### src/rtl/reg_file_pkg.sv
// Shared defaults and bus-slicing helpers for the multi-port register file.
// The slice macro picks element idx of width w out of a flattened port bus.
package reg_file_pkg;
    localparam int DEF_DATA_W   = 32;
    localparam int DEF_NUM_REGS = 32;
    localparam int ZERO_ADDR    = 0;
endpackage

`ifndef RF_SLICE
`define RF_SLICE(bus, idx, w) bus[(idx)*(w) +: (w)]
`endif

### src/rtl/reg_scoreboard.sv
// Per-register busy bits for multi-cycle producers; a reserve in the same
// cycle as a completing write wins, since it belongs to a newer producer.
module reg_scoreboard
    import reg_file_pkg::*;
#(
    parameter int NUM_REGS = DEF_NUM_REGS,
    parameter int AW       = $clog2(NUM_REGS),
    parameter bit ZERO_REG = 1'b1
) (
    input  logic                clk,
    input  logic                rstn,
    input  logic [1:0]          clr_en,
    input  logic [2*AW-1:0]     clr_reg,
    input  logic                set_en,
    input  logic [AW-1:0]       set_reg,
    output logic [NUM_REGS-1:0] busy
);

    logic [NUM_REGS-1:0] busy_next;

    always_comb begin
        busy_next = busy;
        for (int p = 0; p < 2; p++) begin
            if (clr_en[p]) busy_next[`RF_SLICE(clr_reg, p, AW)] = 1'b0;
        end
        if (set_en && !(ZERO_REG && set_reg == AW'(ZERO_ADDR))) busy_next[set_reg] = 1'b1;
        if (ZERO_REG) busy_next[ZERO_ADDR] = 1'b0;
    end

    always_ff @(posedge clk) begin
        if (!rstn) busy <= '0;
        else       busy <= busy_next;
    end

endmodule

### src/rtl/reg_file_mp.sv
// Multi-port register file: two write ports (port 1 wins on conflict),
// NUM_RD combinational read ports with optional same-cycle bypass and busy flags.
module reg_file_mp
    import reg_file_pkg::*;
#(
    parameter int DATA_W   = DEF_DATA_W,
    parameter int NUM_REGS = DEF_NUM_REGS,
    parameter int NUM_RD   = 2,
    parameter bit BYPASS   = 1'b1,
    parameter bit ZERO_REG = 1'b1,
    parameter int AW       = $clog2(NUM_REGS)
) (
    input  logic                     clk,
    input  logic                     rstn,
    input  logic [NUM_RD*AW-1:0]     read_reg,
    output logic [NUM_RD*DATA_W-1:0] read_data,
    output logic [NUM_RD-1:0]        read_busy,
    input  logic [1:0]               reg_write,
    input  logic [2*AW-1:0]          write_reg,
    input  logic [2*DATA_W-1:0]      write_data,
    input  logic                     reserve_en,
    input  logic [AW-1:0]            reserve_reg
);

    logic [DATA_W-1:0]   regs [NUM_REGS];
    logic [NUM_REGS-1:0] busy;

    reg_scoreboard #(
        .NUM_REGS (NUM_REGS),
        .AW       (AW),
        .ZERO_REG (ZERO_REG)
    ) u_scoreboard (
        .clk     (clk),
        .rstn    (rstn),
        .clr_en  (reg_write),
        .clr_reg (write_reg),
        .set_en  (reserve_en),
        .set_reg (reserve_reg),
        .busy    (busy)
    );

    // Port 1 is applied last so it overwrites port 0 on an address conflict.
    always_ff @(posedge clk) begin
        if (!rstn) begin
            for (int i = 0; i < NUM_REGS; i++) regs[i] <= '0;
        end else begin
            for (int p = 0; p < 2; p++) begin
                if (reg_write[p] && !(ZERO_REG && `RF_SLICE(write_reg, p, AW) == AW'(ZERO_ADDR)))
                    regs[`RF_SLICE(write_reg, p, AW)] <= `RF_SLICE(write_data, p, DATA_W);
            end
        end
    end

    for (genvar k = 0; k < NUM_RD; k++) begin : g_rd
        logic [AW-1:0]     addr;
        logic              hit0;
        logic              hit1;
        logic [DATA_W-1:0] rd_val;

        assign addr = `RF_SLICE(read_reg, k, AW);
        assign hit0 = BYPASS && rstn && reg_write[0] && (`RF_SLICE(write_reg, 0, AW) == addr);
        assign hit1 = BYPASS && rstn && reg_write[1] && (`RF_SLICE(write_reg, 1, AW) == addr);

        always_comb begin
            if (ZERO_REG && addr == AW'(ZERO_ADDR)) rd_val = '0;
            else if (hit1)                          rd_val = `RF_SLICE(write_data, 1, DATA_W);
            else if (hit0)                          rd_val = `RF_SLICE(write_data, 0, DATA_W);
            else                                    rd_val = regs[addr];
        end

        assign `RF_SLICE(read_data, k, DATA_W) = rd_val;
        // A forwarded value is already available, so it never reads as busy.
        assign read_busy[k] = busy[addr] & ~(hit0 | hit1);
    end

endmodule
### config.mk
export PLATFORM = sky130hd
export DESIGN_NAME = reg_file_mp
export DESIGN_NICKNAME = d
export VERILOG_FILES = /design/src/rtl/reg_file_pkg.sv /design/src/rtl/reg_scoreboard.sv /design/src/rtl/reg_file_mp.sv
export SDC_FILE = /design/constraint.sdc
export NUM_CORES = 2
export LEC_CHECK = 0
export CAP_MARGIN = 20
export CORE_MARGIN = 10
export CORE_UTILIZATION = 43
export DETAILED_ROUTE_END_ITERATION = 10
export GPL_ROUTABILITY_DRIVEN = 0
export HOLD_SLACK_MARGIN = 0.15
export PLACE_DENSITY_LB_ADDON = 0.1
export SLEW_MARGIN = 30
export SYNTH_ARGS = -nofsm -noshare
export SYNTH_HDL_FRONTEND = slang
export SYNTH_HIERARCHICAL = 1
export SYNTH_SLANG_ARGS = --single-unit
### constraint.sdc
create_clock -name clk -period 6.7 [get_ports clk]
set_clock_uncertainty 0.1 [all_clocks]
set_input_delay 1.005 -clock clk [delete_from_list [all_inputs] [get_ports clk]]
set_output_delay 1.005 -clock clk [all_outputs]
set_load 0.005 [all_outputs]
### Word-level counts from Yosys, hierarchy flattened

Memory sizes are Yosys's and may differ from the RTL's.
Cells that the tools add are included.

| word-level totals | value |
|---|---|
| memory bits (read-only) | 0 |
| word-level logic and storage cells | 80 |
| latch bits | 0 |
| flip-flop bits (word level) | 32 |
| memories kept | 1 |
| RAM bits | 1024 |
| output and inout bits | 66 |

| operators by class | value |
|---|---|
| muxes and demuxes | 32 |
| $lt $le $gt $ge | 8 |
| shifts and indexed selects | 0 |
| bitwise operators | 11 |
| reductions and logical operators | 22 |
| multipliers | 0 |
| divide/modulo/power cells | 0 |
| equal/unequal tests | 4 |
| $add $sub $neg | 0 |

Memory list:

| name | words | width | read ports | clocked after Yosys merged registers in | wr ports | RTL line | source |
|---|---|---|---|---|---|---|---|
| regs | 32 | 32 | 2 | 0 | 32 | reg_file_mp.sv:25 | `logic [DATA_W-1:0] regs [NUM_REGS];` |

Operators by type and width:

| cell | count |
|---|---|
| $mux 32 | 11 |
| $and 32x32->32 | 2 |
| $not 32->32 | 2 |
| $reduce_or 32->1 | 2 |
| $or 32x32->32 | 1 |
| $lt 5x6->1 const B | 5 |
| $logic_not 5->1 | 5 |
| $eq 5x5->1 | 4 |
| $demux 1 s5 | 3 |
| $ge 5x1->1 const B | 3 |
| $mux 1 | 14 |
| $logic_and 1x1->1 | 12 |
| $bmux 1 s5 | 2 |
| $mux 5 | 2 |
| $logic_not 1->1 | 3 |
| $and 1x1->1 | 2 |
| $not 1->1 | 2 |
| $or 1x1->1 | 2 |

### Logic depth before layout (Yosys ltp)

| logic depth | value |
|---|---|
| depth in word-level cells | 11 |
| gate-level depth with buffers | 11 |
| mapped depth without buffers | 6 |

### Hierarchy

Netlist, hierarchy kept.

By module, submodules not included:

| module | times used | cells each | area an instance (µm²) | sequential area each (µm²) |
|---|---|---|---|---|
| reg_file_mp | 1 | 4374 | 60927.2 | 30749.5 |
| reg_scoreboard | 1 | 177 | 1465.2 | 620.6 |

### Least setup slack after synthesis

OpenSTA, ideal clock, no wires.

| path | value |
|---|---|
| path kind | input-to-reg |
| start | input rstn |
| end | memory regs[14][0] (netlist name) (enable) |
| library setup time | 431 ps |
| required time | 6169 ps |
| arrival | 3294 ps |
| stages on the path | 6 |
| setup slack | 2875 ps |
| path through | buf_2 > nand2_1 > nor2_1 > nand2_1 > clkbuf_1 > o211ai_1 |

RTL lines:

| what | RTL line | source |
|---|---|---|
| from (decl) | reg_file_mp.sv:14 | `input logic rstn,` |
| to (decl) | reg_file_mp.sv:25 |  |

### Worst setup path in the final report

| path | value |
|---|---|
| start | input write_reg[9] |
| end | output read_data[43] |

| between the ends | value |
|---|---|
| word-level cells in the longest chain between the ends | 4 |

Ends and longest elaborated chain:

| what | RTL line | source |
|---|---|---|
| from (decl) | reg_file_mp.sv:19 | `input logic [2*AW-1:0] write_reg,` |
| $eq 5x5->1 (no line) | - |  |
| $logic_and 1x1->1 | reg_file_mp.sv:62 | `` assign hit1 = BYPASS && rstn && reg_write[1] && (`RF_SLICE(write_reg, 1, AW) == addr); `` |
| $mux 32 | reg_file_mp.sv:66 | `` else if (hit1) rd_val = `RF_SLICE(write_data, 1, DATA_W); `` |
| $mux 32 | reg_file_mp.sv:65 | `if (ZERO_REG && addr == AW'(ZERO_ADDR)) rd_val = '0;` |
| to (decl) | reg_file_mp.sv:16 | `output logic [NUM_RD*DATA_W-1:0] read_data,` |

No other way between the ends.

==> results.tsv <==
stage	metric	value	unit
setup_path	Worst Path Max Fanout	18	
timing	Worst slew margin	25.60	%
timing	setup TNS	0	ns
floorplanning	Die H	400.9	um
synth	largest cells by area after synthesis	edfxtp_1, mux4_2, a22o_1	
global_route	largest net degree at the start of global routing	92	
synth	Ys Warns	6	
clock_network	Worst-path clk slew	0.06	ns
synth	Post-synth ARST share	0	%
global_route	global route overflow	0	
drt	Via-to-Cell Ratio	7.801	
setup_path	crit path cell chain	clkdlybuf4s50_1 > xor2_1 > nor4_1 > and3_2 > nor2_2 > o211ai_1 > a21oi_1 > clkdlybuf4s50_1	
clock_network	Post-CTS Resized	0	
clock_network	H-tree depth	3	
drt	Detailed Route WL	307600	um
floorplanning	initial core utilization	43.38	%
drt	# DRC	0	
place	Final HPWL DP	182400	um
synth	number of cells produced by synthesis	4551	
setup_path	delay-heaviest family, CP	buffers and inverters	
timing	Final min period	6.325	ns
drt	Final ANT Viol Nets	0	
timing	Hold Vio Cnt, Final	0	
pwr	leak pwr	0.02388	uW
floorplanning	io pins	160	
timing	fmax	158.1	MHz
setup_path	worst reg2reg path depth	2	
finish	area growth from synthesis to layout	12.34	%
timing	Final period util	94.40	%
hold_path	Worst Hold Class	reg -> reg	
timing	Slew @ Worst Pin	1.116	ns
synth	largest family of logic cells by synthesized area	multiplexers	
drt	first drt pass iteration count	8	
floorplanning	core area	143800	um2
outcome	outcome	finished, final reports clean	
clock_network	CTS Root Cell	clkbuf_16	
setup_path	FF-to-FF setup slack	5.92	ns
synth	share of the synthesized area in the top cell type	49.28	%
setup_path	crit path kind	in -> out	
setup_path	FF-to-FF Start	u_scoreboard/busy[3]	
setup_path	reg2reg end	u_scoreboard/busy[3]	
clock_network	Clk Latency, worst-skew pair	0.78	ns
global_route	first-pass GRT wire length	414200	um
synth	Synth Area in XOR/XNOR	0.2246	%
setup_path	crit end category	primary output	
setup_path	CP max stage cell	nor2_2	
setup_path	most frequent cell on the critical path	clkdlybuf4s50_1	
pwr	P per Cell Area	243.2	nW/um2
synth	Post-synth top flop	edfxtp_1	
setup_path	arrival time worst endpoint	5.22	ns
timing	unrepaired setup endpoints after global routing	false	
run	Max Cap Viol	0	
hold_path	WHS Endpoint	u_scoreboard/busy[11]	
hold_path	cell depth of the worst min-delay path	2	
synth	Adder-Cell Fraction of Synth Area	0	%
synth	top cell type by total area after synthesis	edfxtp_1	
clock_network	CTS tree	built	
finish	# nets final	4553	
setup_path	Buf+Inv Stages, Crit Path	2	
synth	#FFs+latches synth	1055	
timing	max-slew violation count	0	
finish	commonest non-fill, non-tap cell in the layout	edfxtp_1	
finish	most frequent cells in the layout	edfxtp_1, a22o_1, mux4_2	
drt	Vias	50500	
synth	Post-Synth Simple-Gate Area	3.467	%
synth	number of synthesized flops with an enable pin	1024	
hold_path	Hold Path Origin	u_scoreboard/busy[11]	
global_route	vias in the first global route	47860	
floorplanning	Die X	400.9	um
drt	DRT iter0 DRCs	8619	
timing	Setup Viol. Count Final	0	
place	port buffer count	159	
synth	sequential share of the synthesized area	50.28	%
synth	mux contribution to synthesized area	20.38	%
clock_network	hold buffer count at cts	0	
synth	Compound-Gate Fraction of Synth Area	20.25	%
setup_path	CP Launch Type	input port	
clock_network	clock buffer depth	3	
setup_path	slowest stage delay, CP	0.95	ns
synth	Synth cell types	75	
drt	WL per Instance	47.53	um
floorplanning	die footprint	160700	um2
pwr	Max rail drop VDD	0.0002188	V
synth	Post-Syn Area	62390	um2
clock_network	CTS Sinks	1055	
clock_network	setup bufs post-CTS	0	
place	dpl cell area	66210	um2
finish	final instance area	70090	um2
global_route	GRT Total Usage	36.82	%
clock_network	TritonCTS Buffers	121	
finish	layout cells sized above 1	22.44	%
synth	Synth Area per Inst	13.71	um2
setup_path	CP required	5.59	ns
floorplanning	std cell rows	139	
global_route	initial antenna violation count	17	
timing	hold slack	0.3885	ns
## area by class of cell
| type | instances | area, um2 |
|---|---|---|
| flip-flops and latches | 1055 | 31370 |
| inverters | 15 | 58.81 |
| repair buffers | 458 | 4193 |
| clock buffers | 152 | 3187 |
| well taps | 1903 | 2381 |
| multi-input cells | 2808 | 28320 |
| fillers | 12320 | 73740 |
| diodes | 11 | 27.53 |
| clock inverters | 71 | 559.3 |
## cells in the mapped netlist, types with 7 or more instances
master / instances
a211o_1: 7
a211oi_1: 10
a21oi_1: 93
a221o_1: 14
a221oi_1: 41
a221oi_2: 7
a22o_1: 995
a22oi_1: 93
a31oi_1: 11
a32o_1: 7
buf_1: 80
buf_12: 10
buf_2: 123
buf_4: 37
buf_6: 19
clkbuf_1: 428
dfxtp_1: 31
edfxtp_1: 1024
inv_1: 14
mux2_2: 57
mux2i_1: 315
mux4_2: 389
nand2_1: 134
nand2b_1: 10
nand3_1: 24
nand3b_1: 22
nor2_1: 117
nor2b_1: 14
nor3_1: 38
o211ai_1: 21
o21ai_0: 48
o21ai_1: 10
o21bai_1: 18
o221ai_1: 28
o22ai_1: 122
o32ai_1: 7
or4_1: 19
xor2_1: 11
## per-layer routing
| metal | GRT usage [%] | wire length (um) | vias up | share of wire, % |
|---|---|---|---|---|
| met5 | 0 | 69 | - | 0.022 |
| met4 | 24.50 | 24020 | 8 | 7.8 |
| met3 | 11.34 | 40490 | 1084 | 13 |
| met2 | 53.08 | 130700 | 4574 | 42 |
| met1 | 47.52 | 112400 | 26020 | 37 |
| li1 | - | - | 18810 | - |
## tightest hold or removal path, cell delays in order, from the launching register on
cell	delay, ns
dfxtp_1	0.32
nand2_1	0.06
o22ai_1	0.06
## sequential cells by signal, summed over array words and instances (netlist names)
name               count
regs                1024
u_scoreboard/busy     31
## cell families after synthesis
logic type / after synthesis
other: 2
buffers and inverters: 719
and+or+nand+nor: 434
xor gates and xnor gates: 16
AOI/OAI and AO/OA: 1558
DFF: 1055
muxes: 767
## per-stage QoR
step	power (uW)	cells	worst slack (ns)	utilization, %
floorplan	9332	4582	2.875	-
global placement	10510	6230	0.7629	45.96
detailed placement	10530	6235	0.7214	46.03
CTS	16920	6458	0.7069	48.64
global route	17340	6464	0.3330	48.72
finish	17050	6473	0.3750	48.73
## worst max-delay path by stage
stage                       startpoint             to  cells after the start  slack, ns
after floorplan                   rstn    regs[14][0]                      6       2.88
after global placement    write_reg[9]   read_data[1]                      8       0.76
after detailed placement  write_reg[9]  read_data[43]                      8       0.72
after CTS                 write_reg[9]  read_data[43]                      8       0.71
after global routing      write_reg[9]  read_data[43]                      8       0.33
final                     write_reg[9]  read_data[43]                      8       0.38
## where the power goes
group          total, uW  internal, uW  switching [uW]
clock network       6530          3610            2920
logic               2700           984            1710
registers           7820          7630             196
total              17000         12200            4820
No activity file was read; power rests on OpenSTA's default activity.
